===== config.mk =====
export PLATFORM = sky130hd
export DESIGN_NAME = tank_damage_controller
export DESIGN_NICKNAME = d
export VERILOG_FILES = /design/src/rtl/tank_damage_controller.sv
export SDC_FILE = /design/constraint.sdc
export NUM_CORES = 1
export LEC_CHECK = 0
export ABC_AREA = 1
export CORE_MARGIN = 2
export CORE_UTILIZATION = 45
export CTS_CLUSTER_SIZE = 12
export DETAILED_ROUTE_END_ITERATION = 12
export GPL_TIMING_DRIVEN = 0
export SLEW_MARGIN = 30
export SYNTH_ARGS = -nofsm -noshare
export SYNTH_HDL_FRONTEND = slang
export SYNTH_SLANG_ARGS = --single-unit

===== constraint.sdc =====
create_clock -name clock -period 4.6 [get_ports clock]
set_clock_uncertainty 0.1 [all_clocks]
set_input_delay 0.92 -clock clock [delete_from_list [all_inputs] [get_ports clock]]
set_output_delay 0.92 -clock clock [all_outputs]
set_load 0.03 [all_outputs]

===== src/rtl/tank_damage_controller.sv =====
// Two-tank hit resolution: per-frame damage, invulnerability windows, lives and
// the IDLE/PLAY/OVER match sequencer read by the renderer and tank movers.

module tank_damage_lane #(
  parameter int LIVES         = 3,
  parameter int INVULN_FRAMES = 60
) (
  input  logic       clock,
  input  logic       reset_n,
  input  logic       load,
  input  logic       tick,
  input  logic       hit,
  output logic [1:0] lives,
  output logic [1:0] lives_d,
  output logic       armed_d,
  output logic       hit_acc
);
  logic [7:0] cnt_q, cnt_d;
  logic [1:0] lives_q;

  always_comb begin
    cnt_d   = cnt_q;
    lives_d = lives_q;
    hit_acc = 1'b0;
    if (load) begin
      cnt_d   = 8'd0;
      lives_d = 2'(LIVES);
    end else if (tick) begin
      if (cnt_q != 8'd0) begin
        cnt_d = cnt_q - 8'd1;
      end else if (hit && lives_q != 2'd0) begin
        hit_acc = 1'b1;
        lives_d = lives_q - 2'd1;
        cnt_d   = 8'(INVULN_FRAMES);
      end
    end
    armed_d = (cnt_d != 8'd0);
  end

  always_ff @(posedge clock or negedge reset_n) begin
    if (!reset_n) begin
      cnt_q   <= 8'd0;
      lives_q <= 2'(LIVES);
    end else begin
      cnt_q   <= cnt_d;
      lives_q <= lives_d;
    end
  end

  assign lives = lives_q;
endmodule

module tank_damage_controller #(
  parameter int LIVES         = 3,
  parameter int INVULN_FRAMES = 60,
  parameter int OVER_FRAMES   = 180
) (
  input  logic       clock,
  input  logic       reset_n,
  input  logic       frame_tick,
  input  logic       start,
  input  logic       hit_t1,
  input  logic       hit_t2,
  output logic [1:0] lives_t1,
  output logic [1:0] lives_t2,
  output logic       invuln_t1,
  output logic       invuln_t2,
  output logic       clear_bullets_t1,
  output logic       clear_bullets_t2,
  output logic [1:0] game_state,
  output logic [1:0] winner
);
  localparam int NT = 2;
  localparam int OW = $clog2(OVER_FRAMES + 1);

  typedef enum logic [1:0] {S_IDLE = 2'b00, S_PLAY = 2'b01, S_OVER = 2'b10} state_t;

  state_t               state_q, state_d;
  logic [1:0]           winner_q, winner_d;
  logic [OW-1:0]        over_q, over_d;
  logic [NT-1:0]        hit_v, armed_d, hit_acc, invuln_q, clr_q;
  logic [NT-1:0][1:0]   lives_v, lives_nx;
  logic                 load, play_tick;

  assign hit_v     = {hit_t2, hit_t1};
  assign load      = (state_q == S_IDLE) && start;
  assign play_tick = (state_q == S_PLAY) && frame_tick;

  for (genvar g = 0; g < NT; g++) begin : g_lane
    tank_damage_lane #(.LIVES(LIVES), .INVULN_FRAMES(INVULN_FRAMES)) u_lane (
      .clock   (clock),
      .reset_n (reset_n),
      .load    (load),
      .tick    (play_tick),
      .hit     (hit_v[g]),
      .lives   (lives_v[g]),
      .lives_d (lives_nx[g]),
      .armed_d (armed_d[g]),
      .hit_acc (hit_acc[g])
    );
  end

  always_comb begin
    state_d  = state_q;
    winner_d = winner_q;
    over_d   = over_q;
    case (state_q)
      S_IDLE: if (start) begin
        state_d  = S_PLAY;
        winner_d = 2'b00;
      end
      S_PLAY: if (frame_tick && (lives_nx[0] == 2'd0 || lives_nx[1] == 2'd0)) begin
        // bit1 = tank 2 wins (tank 1 out), bit0 = tank 1 wins; both set is a draw
        state_d  = S_OVER;
        over_d   = OW'(OVER_FRAMES);
        winner_d = {lives_nx[0] == 2'd0, lives_nx[1] == 2'd0};
      end
      S_OVER: if (frame_tick) begin
        over_d = over_q - OW'(1);
        if (over_q <= OW'(1)) begin
          state_d = S_IDLE;
          over_d  = '0;
        end
      end
      default: state_d = S_IDLE;
    endcase
  end

  always_ff @(posedge clock or negedge reset_n) begin
    if (!reset_n) begin
      state_q  <= S_IDLE;
      winner_q <= 2'b00;
      over_q   <= '0;
      invuln_q <= '0;
      clr_q    <= '0;
    end else begin
      state_q  <= state_d;
      winner_q <= winner_d;
      over_q   <= over_d;
      invuln_q <= (state_d == S_PLAY) ? armed_d : '0;
      // a hit on one tank despawns the opposing shooter's bullets
      clr_q    <= {hit_acc[0], hit_acc[1]};
    end
  end

  assign lives_t1         = lives_v[0];
  assign lives_t2         = lives_v[1];
  assign invuln_t1        = invuln_q[0];
  assign invuln_t2        = invuln_q[1];
  assign clear_bullets_t1 = clr_q[0];
  assign clear_bullets_t2 = clr_q[1];
  assign game_state       = state_q;
  assign winner           = winner_q;
endmodule


# After elaboration in Yosys (flattened, before gate mapping)
# Cells that the tools add are included.
[totals] regBits=36 out_inout_bits=12 word_cells=77
[op_classes] n_addsub=5 order_cmp=1 n_eq_ne=6 muxes=37 reduce_logical=19
[ops] op="$mux 8" n=11
[ops] op="$reduce_bool 8->1" n=4
[ops] op="$mux 2" n=15
[ops] op="$sub 8x1->8 const B" n=3
[ops] op="$pmux 8 s2" n=1
[ops] op="$le 8x1->1 const B" n=1
[ops] op="$mux 1" n=8
[ops] op="$reduce_bool 2->1" n=4
[ops] op="$logic_not 2->1" n=3
[ops] op="$pmux 2 s3" n=1
[ops] op="$reduce_and 3->1" n=2
[ops] op="$logic_and 1x1->1" n=5
[ops] op="$eq 2x1->1 const B" n=2
[ops] op="$ne 2x2->1 const B" n=2
[ops] op="$pmux 2 s2" n=1
[ops] op="$sub 2x1->2 const B" n=2
[ops] op="$eq 2x2->1 const B" n=1
[ops] op="$ne 2x1->1 const B" n=1
[ops] op="$logic_or 1x1->1" n=1

# Longest topological paths before layout
# Gate-level depths: netlist of run 1.
[logic_depth] ltp_word=13 mapped_depth=16 mapped_depth_nobuf=16

# Hierarchy
# A second synthesis of run 1 with hierarchy kept.
[hier_totals] cells_unflattened=367 area_unflattened_um2=2552.4
[by_module_without_submodules] mod="tank_damage_lane" n_inst=2 cells_each=127 area_per_inst_um2=848.3 seq_area_each_um2=252.7
[by_module_without_submodules] mod="tank_damage_controller" n_inst=1 cells_each=113 area_per_inst_um2=855.8 seq_area_each_um2=400.4

# Worst setup path after synthesis of run 1
# OpenSTA, ideal clock, no wires.
[synth_path] path_kind="input to register" from="input port frame_tick" to="register over_q[6]" setup_ns=0.117 t_arrival_ns=1.926 t_required_ns=4.383 setup_slack_ns=2.457 path_stages=13 path_buffers=2 cell_sequence="buf_6 > inv_2 > nor2_2 > buf_6 > nand2_1 > nand2_1 > nand3_2 > inv_2 > nand3_2 > nand3_4 > nand2_4 > nand2_1 > nand2_1"
[synth_between] elab_chain_cells=8 word_cells_on_any_way=12
[synth_rtl] element="start, declared" line="60" text="input logic frame_tick,"
[synth_rtl] element="$logic_and 1x1->1" line="87" text="assign play_tick = (state_q == S_PLAY) && frame_tick;"
[synth_rtl] element="$mux 2" line="28" text="end else if (tick) begin"
[synth_rtl] element="$mux 2" line="25" text="if (load) begin"
[synth_rtl] element="via g_lane[0].u_lane.lives_d[1]" line="14" text="output logic [1:0] lives_d,"
[synth_rtl] element="$logic_not 2->1" line="112" text="S_PLAY: if (frame_tick && (lives_nx[0] == 2'd0 || lives_nx[1] == 2'd0)) begin"
[synth_rtl] element="$logic_or 1x1->1" line="112"
[synth_rtl] element="$logic_and 1x1->1" line="112"
[synth_rtl] element="$ne 2x1->1 (no line)"
[synth_rtl] element="$reduce_and 3->1 (no line)"
[synth_rtl] element="end signal, assigned" line="139" text="over_q <= over_d;"
[synth_rtl] element="end, declared" line="80" text="logic [OW-1:0] over_q, over_d;"
# The timed path passes the listed nets, and every way through them passes these cells.
# A chain may end at the register's enable or synchronous reset.

# Final worst setup path of run 1
[layout_path] from="input port start" to="register invuln_q[1]"
[layout_between] elab_chain_cells=9 word_cells_on_any_way=14
[layout_rtl] element="start, declared" line="61" text="input logic start,"
[layout_rtl] element="$logic_and 1x1->1" line="86" text="assign load = (state_q == S_IDLE) && start;"
[layout_rtl] element="$mux 2" line="25"
[layout_rtl] element="$logic_not 2->1" line="112"
[layout_rtl] element="$logic_or 1x1->1" line="112"
[layout_rtl] element="$logic_and 1x1->1" line="112"
[layout_rtl] element="$mux 2" line="112"
[layout_rtl] element="$pmux 2 s3" line="107" text="case (state_q)"
[layout_rtl] element="$eq 2x1->1" line="140" text="invuln_q <= (state_d == S_PLAY) ? armed_d : '0;"
[layout_rtl] element="$mux 2 *" line="140"
[layout_rtl] element="end signal, assigned" line="140"
[layout_rtl] element="end, declared" line="81" text="logic [NT-1:0] hit_v, armed_d, hit_acc, invuln_q, clr_q;"
# Every way passes the cells marked *; elsewhere a longest branch is shown, timed or not.

==> results of run 1 <==
power by group:
| part | leakage [nW] | switching (W) | internal, W |
|---|---|---|---|
| Combinational | 1.19 | 0.000653 | 0.000371 |
| Sequential | 0.440 | 0.000111 | 0.000453 |
| Clock | 0.0515 | 0.000111 | 0.000137 |
| Total | 1.68 | 0.000875 | 0.000961 |
critical path, stage by stage:
cell and delay [ps]:
sky130_fd_sc_hd__clkdlybuf4s50_1 480, sky130_fd_sc_hd__nand3_1 270, sky130_fd_sc_hd__clkbuf_1 370, sky130_fd_sc_hd__nand3_1 220, sky130_fd_sc_hd__nand2_1 70, sky130_fd_sc_hd__nor2_1 150, sky130_fd_sc_hd__nand2_1 70, sky130_fd_sc_hd__nand2_1 60
sky130_fd_sc_hd__inv_1 40
per-layer routing:
layer / track usage (%) / vias to the layer above
met2: 31.6 / 28
met5: 0 / -
li1: - / 1192
met1: 29.0 / 1046
met4: 7.19 / 0
met3: 3.22 / 8
final cells by class:
| type | count | area (um2) |
|---|---|---|
| fillers | 565 | 2550 |
| multi-input cells | 260 | 1260 |
| flip-flops and latches | 36 | 906 |
| inverters | 72 | 270 |
| repair buffers | 17 | 183 |
| clock buffers | 8 | 100 |
| well taps | 72 | 90.1 |
| plain buffers | 6 | 43.8 |
sequential cells by signal, indices dropped and copies added (netlist names):
signal	count
over_q	8
invuln_q	2
winner	2
clr_q	2
g_lane.u_lane.cnt_q	16
g_lane.u_lane.lives	4
game_state	2
synthesized netlist by cell type:
master,number,area (um2)
sky130_fd_sc_hd__nand2_1,133,499
sky130_fd_sc_hd__inv_1,66,248
sky130_fd_sc_hd__nand3_1,47,235
sky130_fd_sc_hd__dfrtp_1,32,801
sky130_fd_sc_hd__nor2_1,24,90.1
sky130_fd_sc_hd__o21ai_0,11,55.1
sky130_fd_sc_hd__ha_1,8,100
sky130_fd_sc_hd__nand2_2,7,43.8
sky130_fd_sc_hd__inv_2,6,22.5
sky130_fd_sc_hd__nor2_2,5,31.3
sky130_fd_sc_hd__nor3_1,5,25.0
sky130_fd_sc_hd__dfstp_2,4,105
sky130_fd_sc_hd__nand4_1,4,25.0
sky130_fd_sc_hd__xnor2_1,4,35.0
sky130_fd_sc_hd__nand3_2,3,30.0
sky130_fd_sc_hd__xor2_1,3,26.3
sky130_fd_sc_hd__buf_2,2,10.0
sky130_fd_sc_hd__buf_6,2,22.5
sky130_fd_sc_hd__nor2_4,2,22.5
sky130_fd_sc_hd__a21oi_1,1,5.00
sky130_fd_sc_hd__buf_4,1,7.51
sky130_fd_sc_hd__clkbuf_1,1,3.75
sky130_fd_sc_hd__nand2_4,1,11.3
sky130_fd_sc_hd__nand3_4,1,17.5
sky130_fd_sc_hd__o21ai_1,1,5.00
cells in the final DEF (no fill, tap or decap):
master / Yosys / final
sky130_fd_sc_hd__clkbuf_1: 1 / 2
sky130_fd_sc_hd__dfstp_2: 4 / 4
sky130_fd_sc_hd__nor3_1: 5 / 5
sky130_fd_sc_hd__nor2_1: 24 / 24
sky130_fd_sc_hd__nand4_1: 4 / 4
sky130_fd_sc_hd__inv_1: 66 / 66
sky130_fd_sc_hd__nand3_4: 1 / 1
sky130_fd_sc_hd__nand2_2: 7 / 7
sky130_fd_sc_hd__clkdlybuf4s50_1: 0 / 15
sky130_fd_sc_hd__dfrtp_1: 32 / 32
sky130_fd_sc_hd__xnor2_1: 4 / 4
sky130_fd_sc_hd__inv_2: 6 / 6
sky130_fd_sc_hd__nor2_2: 5 / 5
sky130_fd_sc_hd__buf_6: 2 / 2
sky130_fd_sc_hd__nand2_4: 1 / 1
sky130_fd_sc_hd__nand3_2: 3 / 3
sky130_fd_sc_hd__buf_16: 0 / 1
sky130_fd_sc_hd__o21ai_0: 11 / 11
sky130_fd_sc_hd__a21oi_1: 1 / 1
sky130_fd_sc_hd__xor2_1: 3 / 3
sky130_fd_sc_hd__nand3_1: 47 / 47
sky130_fd_sc_hd__clkbuf_8: 0 / 7
sky130_fd_sc_hd__ha_1: 8 / 8
sky130_fd_sc_hd__buf_4: 1 / 1
sky130_fd_sc_hd__nor2_4: 2 / 2
sky130_fd_sc_hd__o21ai_1: 1 / 1
sky130_fd_sc_hd__nand2_1: 133 / 133
sky130_fd_sc_hd__buf_2: 2 / 3
per-stage QoR:
step | power (W) | util [%] | instance area [um2]
after floorplan | 0.00134 | - | 2480
after CTS | 0.00185 | 52.7 | 2850
after global routing | 0.00205 | 52.7 | 2850
after detailed placement | 0.00159 | 50.9 | 2750
final | 0.00184 | 52.7 | 2850
after global placement | 0.00158 | 50.5 | 2730
path summary, 6_finish.rpt:
path	from	to	slack, ps
setup reg to reg	g_lane[0].u_lane.lives[1]$_DFF_PN1_	invuln_q[0]$_DFF_PN0_	2480
hold reg to reg	winner[1]$_DFFE_PN0P_	winner[1]$_DFFE_PN0P_	420
setup / recovery	start	invuln_q[1]$_DFF_PN0_	2030
hold / removal	winner[1]$_DFFE_PN0P_	winner[1]$_DFFE_PN0P_	420
max in group asynchronous	reset_n	g_lane[0].u_lane.lives[1]$_DFF_PN1_	3430
min in group asynchronous	reset_n	game_state[0]$_DFF_PN0_	450
cells by family after synthesis:
| family | share of synthesized area, % |
|---|---|
| AO/OA/AOI/OAI | 2.63 |
| adder cells (fa/ha/maj) | 4.04 |
| XOR/XNOR | 2.47 |
| flip-flops | 36.6 |
| buffers and inverters | 12.7 |
| AND/OR/NAND/NOR | 41.6 |
==> summary.md, run 1 <==
| Metric | Value |
|---|---|
| Run status | `completed` |
| DRT Wirelength | `5540 um` |
| Average wire per standard cell | `11.8 um` |
| Worst Tran Pin Value | `577 ps` |
| Time the worst path needs with I/O delays and setup | `2570 ps` |
| Uppermost metal layer occupied by signal nets | `met4` |
| Class of the worst hold path | `reg2reg` |
| Worst path setup slack after routing | `2030 ps` |
| Syn_area_per_cell | `6.62 um2` |
| Count of cells along the worst register-to-register path | `16` |
| Via-per-instance ratio | `4.83` |
| Total setup buffers inserted after CTS | `0` |
| Gr usage total | `20.4%` |
| Synthesized net count | `388` |
| CP required | `4690 ps` |
| 1st-pass router iterations | `4` |
| Number of distinct library cells after synthesis | `25` |
| Total negative setup slack | `0 ps` |
| Final weighted congestion of routability-driven global placement | `0.927` |
| Post-synthesis to final-layout area growth | `15.1%` |
| Placed Instances | `463` |
| Final standard cell count with taps included and fillers excluded | `471` |
| Global route total overflow | `0` |
| Clock tree from TritonCTS | `yes` |
| Detail Route met3 WL | `128 um` |
| CP max FO | `10` |
| Hold_ws | `422 ps` |
| Number of nets with antenna violations after routing | `0` |
| Die area | `6110 um2` |
| Clock-pin slew on the worst setup and hold paths | `70 ps` |
| Largest net degree at the start of global routing | `23` |
| Clock latency on the worst-skew pair | `280 ps` |
| Worst slew margin relative to its limit | `61.2%` |
| Number of storage elements in the synthesis netlist | `36` |
| Worst setup slack before clock tree synthesis | `1720 ps` |
| Final period utilization | `55.9%` |
| Kind of launch point of the worst setup path | `input port` |
| Vias in the first global route | `2,173` |
| CTS max path bufs | `2` |
| # hold bufs at CTS | `0` |
| Kind of end point of the critical path | `register` |
| Worst vdd rail ir drop | `0.000294 V` |
| Number of port buffers | `16` |
| Placed wire-length estimate | `4160 um` |
| Clock sinks | `36` |
| Routed length on met2 | `2420 um` |
| First-pass GRT wire length | `9920 um` |
| Power per cell area | `644 nW/um2` |
| Remaining design rule violation count | `0` |
| Cts repair resizes | `0` |
| Total via count after detailed routing | `2,274` |
| Leakage | `1.68 nW` |
| Data arrival, critical path | `2660 ps` |
| Synth Instances | `374` |
| DRC marker count from the first detailed-route iteration | `97` |
| Rows | `27` |
| Number of nets in the finished design | `412` |
| Met1 wire length | `2890 um` |
| Number of antenna diodes | `0` |
| Area of the placeable core | `5410 um2` |
| Critical path start-end classification | `in2reg` |
| Hold Path Depth | `2` |
| CTS root buf | `sky130_fd_sc_hd__clkbuf_8` |
| Effective utilization at floorplan | `45.8%` |
| Maximum Capacitance Violations | `0` |
| Number of slew-limit violations in the final report | `0` |
| CTS Buf Count | `5` |
| Yosys synthesis warning count | `0` |
| H-tree depth reported by CTS | `2` |
| I/O pin cnt | `18` |
| Hold violation total from the final report | `0` |
| Maximum clock frequency | `0.389 GHz` |
| Die width | `78.2 um` |
| Post-synthesis sequential area ratio | `36.6%` |
| Final setup violating endpoints | `0` |
| Unrepaired setup endpoints after global routing | `false` |
| Synthesized cell area | `2480 um2` |
| Fraction of layout cells with a size suffix above 1 | `10.8%` |
| Antenna violations before repair | `0` |
| Die Ht | `78.2 um` |
No activity file was read; power rests on OpenSTA's default activity.
==> run 2: changes to the inputs <==
--- a/config.mk
+++ b/config.mk
@@ -11,6 +11,7 @@
 export CTS_CLUSTER_SIZE = 12
 export DETAILED_ROUTE_END_ITERATION = 12
 export GPL_TIMING_DRIVEN = 0
+export PLACE_DENSITY = 0.66
 export SLEW_MARGIN = 30
 export SYNTH_ARGS = -nofsm -noshare
 export SYNTH_HDL_FRONTEND = slang
==> constraint.sdc (replaced) <==
create_clock -name clock -period 2.09 [get_ports clock]
set_clock_uncertainty 0.1 [all_clocks]
set_input_delay 0.418 -clock clock [delete_from_list [all_inputs] [get_ports clock]]
set_output_delay 0.418 -clock clock [all_outputs]
set_load 0.03 [all_outputs]
==> run 2 against run 1 <==
Cell area grew 7.7%. Global-route usage fell by 0.24 points. Flip-flop and latch count did not move. Largest power group unchanged. Hold slack got worse by 120 ps. Die area did not move. Register-to-register slack got worse by 2400 ps. Sequential power grew 120%. Count of clock-buffer cells in the layout shrank 1. Sequential share of layout area shrank 2.2 points. Critical path depth is 8 lower. Worst setup slack lost 2000 ps.
==> summary.md, run 2 (same netlist as run 1, synthesis figures left out) <==
| Metric | Value |
|---|---|
| Cell Area, Placed | `2740 um2` |
| CTS max path bufs | `2` |
| Net Sw Frac | `46.9%` |
| Kind of end point of the critical path | `primary output` |
| Number of port buffers | `16` |
| Worst setup slack before clock tree synthesis | `-214 ps` |
| Post-synthesis to final-layout area growth | `23.9%` |
| Worst slew margin relative to its limit | `61.0%` |
| First-pass GRT wire length | `9890 um` |
| Internal Pwr Total | `0.00237 W` |
| Rows | `27` |
| Number of slew-limit violations in the final report | `0` |
| Most common cell after layout, fill and taps aside | `sky130_fd_sc_hd__nand2_1` |
| Gr usage total | `20.1%` |
| Number of nets with antenna violations after routing | `0` |
| Hold violation total from the final report | `0` |
| Clock latency on the worst-skew pair | `300 ps` |
| Run status | `completed` |
| Final weighted congestion of routability-driven global placement | `0.901` |
| Flip-flop count of the largest register, all copies and words added | `16` |
| Clk pwr share | `15.4%` |
| I/O pin cnt | `18` |
| Critical path start-end classification | `reg2out` |
| Clock sinks | `36` |
| DRC marker count from the first detailed-route iteration | `91` |
| Net switching component of the power | `0.00209 W` |
| 1st-pass router iterations | `4` |
| Crit path cell chain | `clkdlybuf4s50_1` |
| CP max FO | `4` |
| Average wire per standard cell | `12.1 um` |
| Slowest CP cell | `sky130_fd_sc_hd__clkdlybuf4s50_1` |
| Hold_ws | `299 ps` |
| Area of the placeable core | `5410 um2` |
| Placed wire-length estimate | `4090 um` |
| CP top delay family | `buffers and inverters` |
| Clock-pin slew on the worst setup and hold paths | `80 ps` |
| Buf/Inv on CP | `1` |
| Crit path largest cell delay | `680 ps` |
| End-of-flow core utilization | `56.8%` |
| Die width | `78.2 um` |
| Largest net degree at the start of global routing | `25` |
| Leakage | `1.73 nW` |
| Worst vdd rail ir drop | `0.000718 V` |
| Clock tree from TritonCTS | `yes` |
| CTS root buf | `sky130_fd_sc_hd__clkbuf_8` |
| Maximum Capacitance Violations | `0` |
| Fraction of layout cells with a size suffix above 1 | `20.8%` |
| Vias in the first global route | `2,243` |
| Power per cell area | `1450 nW/um2` |
| Worst Tran Pin Value | `580 ps` |
| Die Ht | `78.2 um` |
| Data arrival, critical path | `1550 ps` |
| Class of the worst hold path | `in2reg` |
| Post-Layout Inst Area | `3070 um2` |
| Share of total power in sequential cells | `28.4%` |
| Kind of launch point of the worst setup path | `register` |
| Commonest cells after routing, fill and taps aside | `sky130_fd_sc_hd__nand2_1 (124), sky130_fd_sc_hd__inv_1 (58), sky130_fd_sc_hd__nand3_1 (43)` |
| Largest register by flop count | `g_lane.u_lane.cnt_q` |
| Effective utilization at floorplan | `45.8%` |
| H-tree depth reported by CTS | `2` |
| Number of antenna diodes | `0` |
| Worst path setup slack after routing | `22.7 ps` |
| Global route total overflow | `0` |
| Share of power burned in combinational logic | `56.2%` |
| CP required | `1570 ps` |
| Via-per-instance ratio | `4.89` |
| DRT Wirelength | `5800 um` |
| Antenna violations before repair | `0` |
| Number of nets in the finished design | `422` |
| CTS Buf Count | `5` |
| Final setup violating endpoints | `0` |
| Die area | `6110 um2` |
| Total via count after detailed routing | `2,353` |
| Remaining design rule violation count | `0` |
| Final period utilization | `98.9%` |
| Power Total | `0.00446 W` |
| Time the worst path needs with I/O delays and setup | `2070 ps` |
| Maximum clock frequency | `0.484 GHz` |
run 2: cell types whose count changed in the layout (fill, tap and decap cells not counted), sizes merged:
cell and change:
buf +9, bufinv +1, clkbuf -1, clkdlybuf4s50 -1, dlygate4sd3 +1, dlymetal6s2s +1
run 2: metal layers:
layer | vias up | part of all wire (%) | global-route usage (%)
met2 | 45 | 46 | 33.9
met4 | 0 | 1.3 | 5.96
met5 | - | 0 | 0
li1 | 1208 | - | -
met3 | 6 | 4.4 | 3.68
met1 | 1094 | 48 | 26.5
run 2: path summary, 6_finish.rpt:
kind / from / end / slack (ps) / depth (start not counted)
setup / recovery: g_lane[0].u_lane.lives[1]$_DFF_PN1_ / lives_t1[1] / 20 / 1
hold / removal: frame_tick / over_q[2]$_DFFE_PN0P_ / 300 / 3
setup reg to reg: g_lane[0].u_lane.lives[1]$_DFF_PN1_ / invuln_q[0]$_DFF_PN0_ / 110 / 15
hold reg to reg: winner[0]$_DFFE_PN0P_ / winner[0]$_DFFE_PN0P_ / 420 / 2
max in group asynchronous: reset_n / g_lane[1].u_lane.lives[0]$_DFF_PN1_ / 920 / 3
min in group asynchronous: reset_n / over_q[0]$_DFFE_PN0P_ / 450 / 2
run 2: area by class of cell:
class                      count  area, um2
multi-input combinational    260       1380
buffer                         6       45.0
inverter                      72        270
sequential                    36        907
fill                         534       2340
timing repair buffer          27        255
clock inverter                 1       30.0
clock buffer                   7       96.3
tap                           72       90.1
run 2: what timing repair did:
action                     4_1_cts  5_1_grt
pin swaps                        0       14
setup buffers                    0        9
hold endpoints to repair        10        0
gates resized for setup          1       41
hold buffers                     1        0
setup endpoints to repair       10       14
run 2: stage by stage:
stage / cells / TNS [ps]
floorplan: 374 / 0
detailed placement: 463 / -1180
finish: 481 / 0
global placement: 462 / -14790
global route: 481 / -180
CTS: 472 / 0
run 2: power by group through the flow:
stage               registers, W  logic [W]  clock network (W)
floorplan                0.00133    0.00161                  0
CTS                      0.00124    0.00226           0.000701
finish                   0.00127    0.00250           0.000689
global route             0.00130    0.00286           0.000729
detailed placement       0.00124    0.00225                  0
global placement         0.00125    0.00220                  0
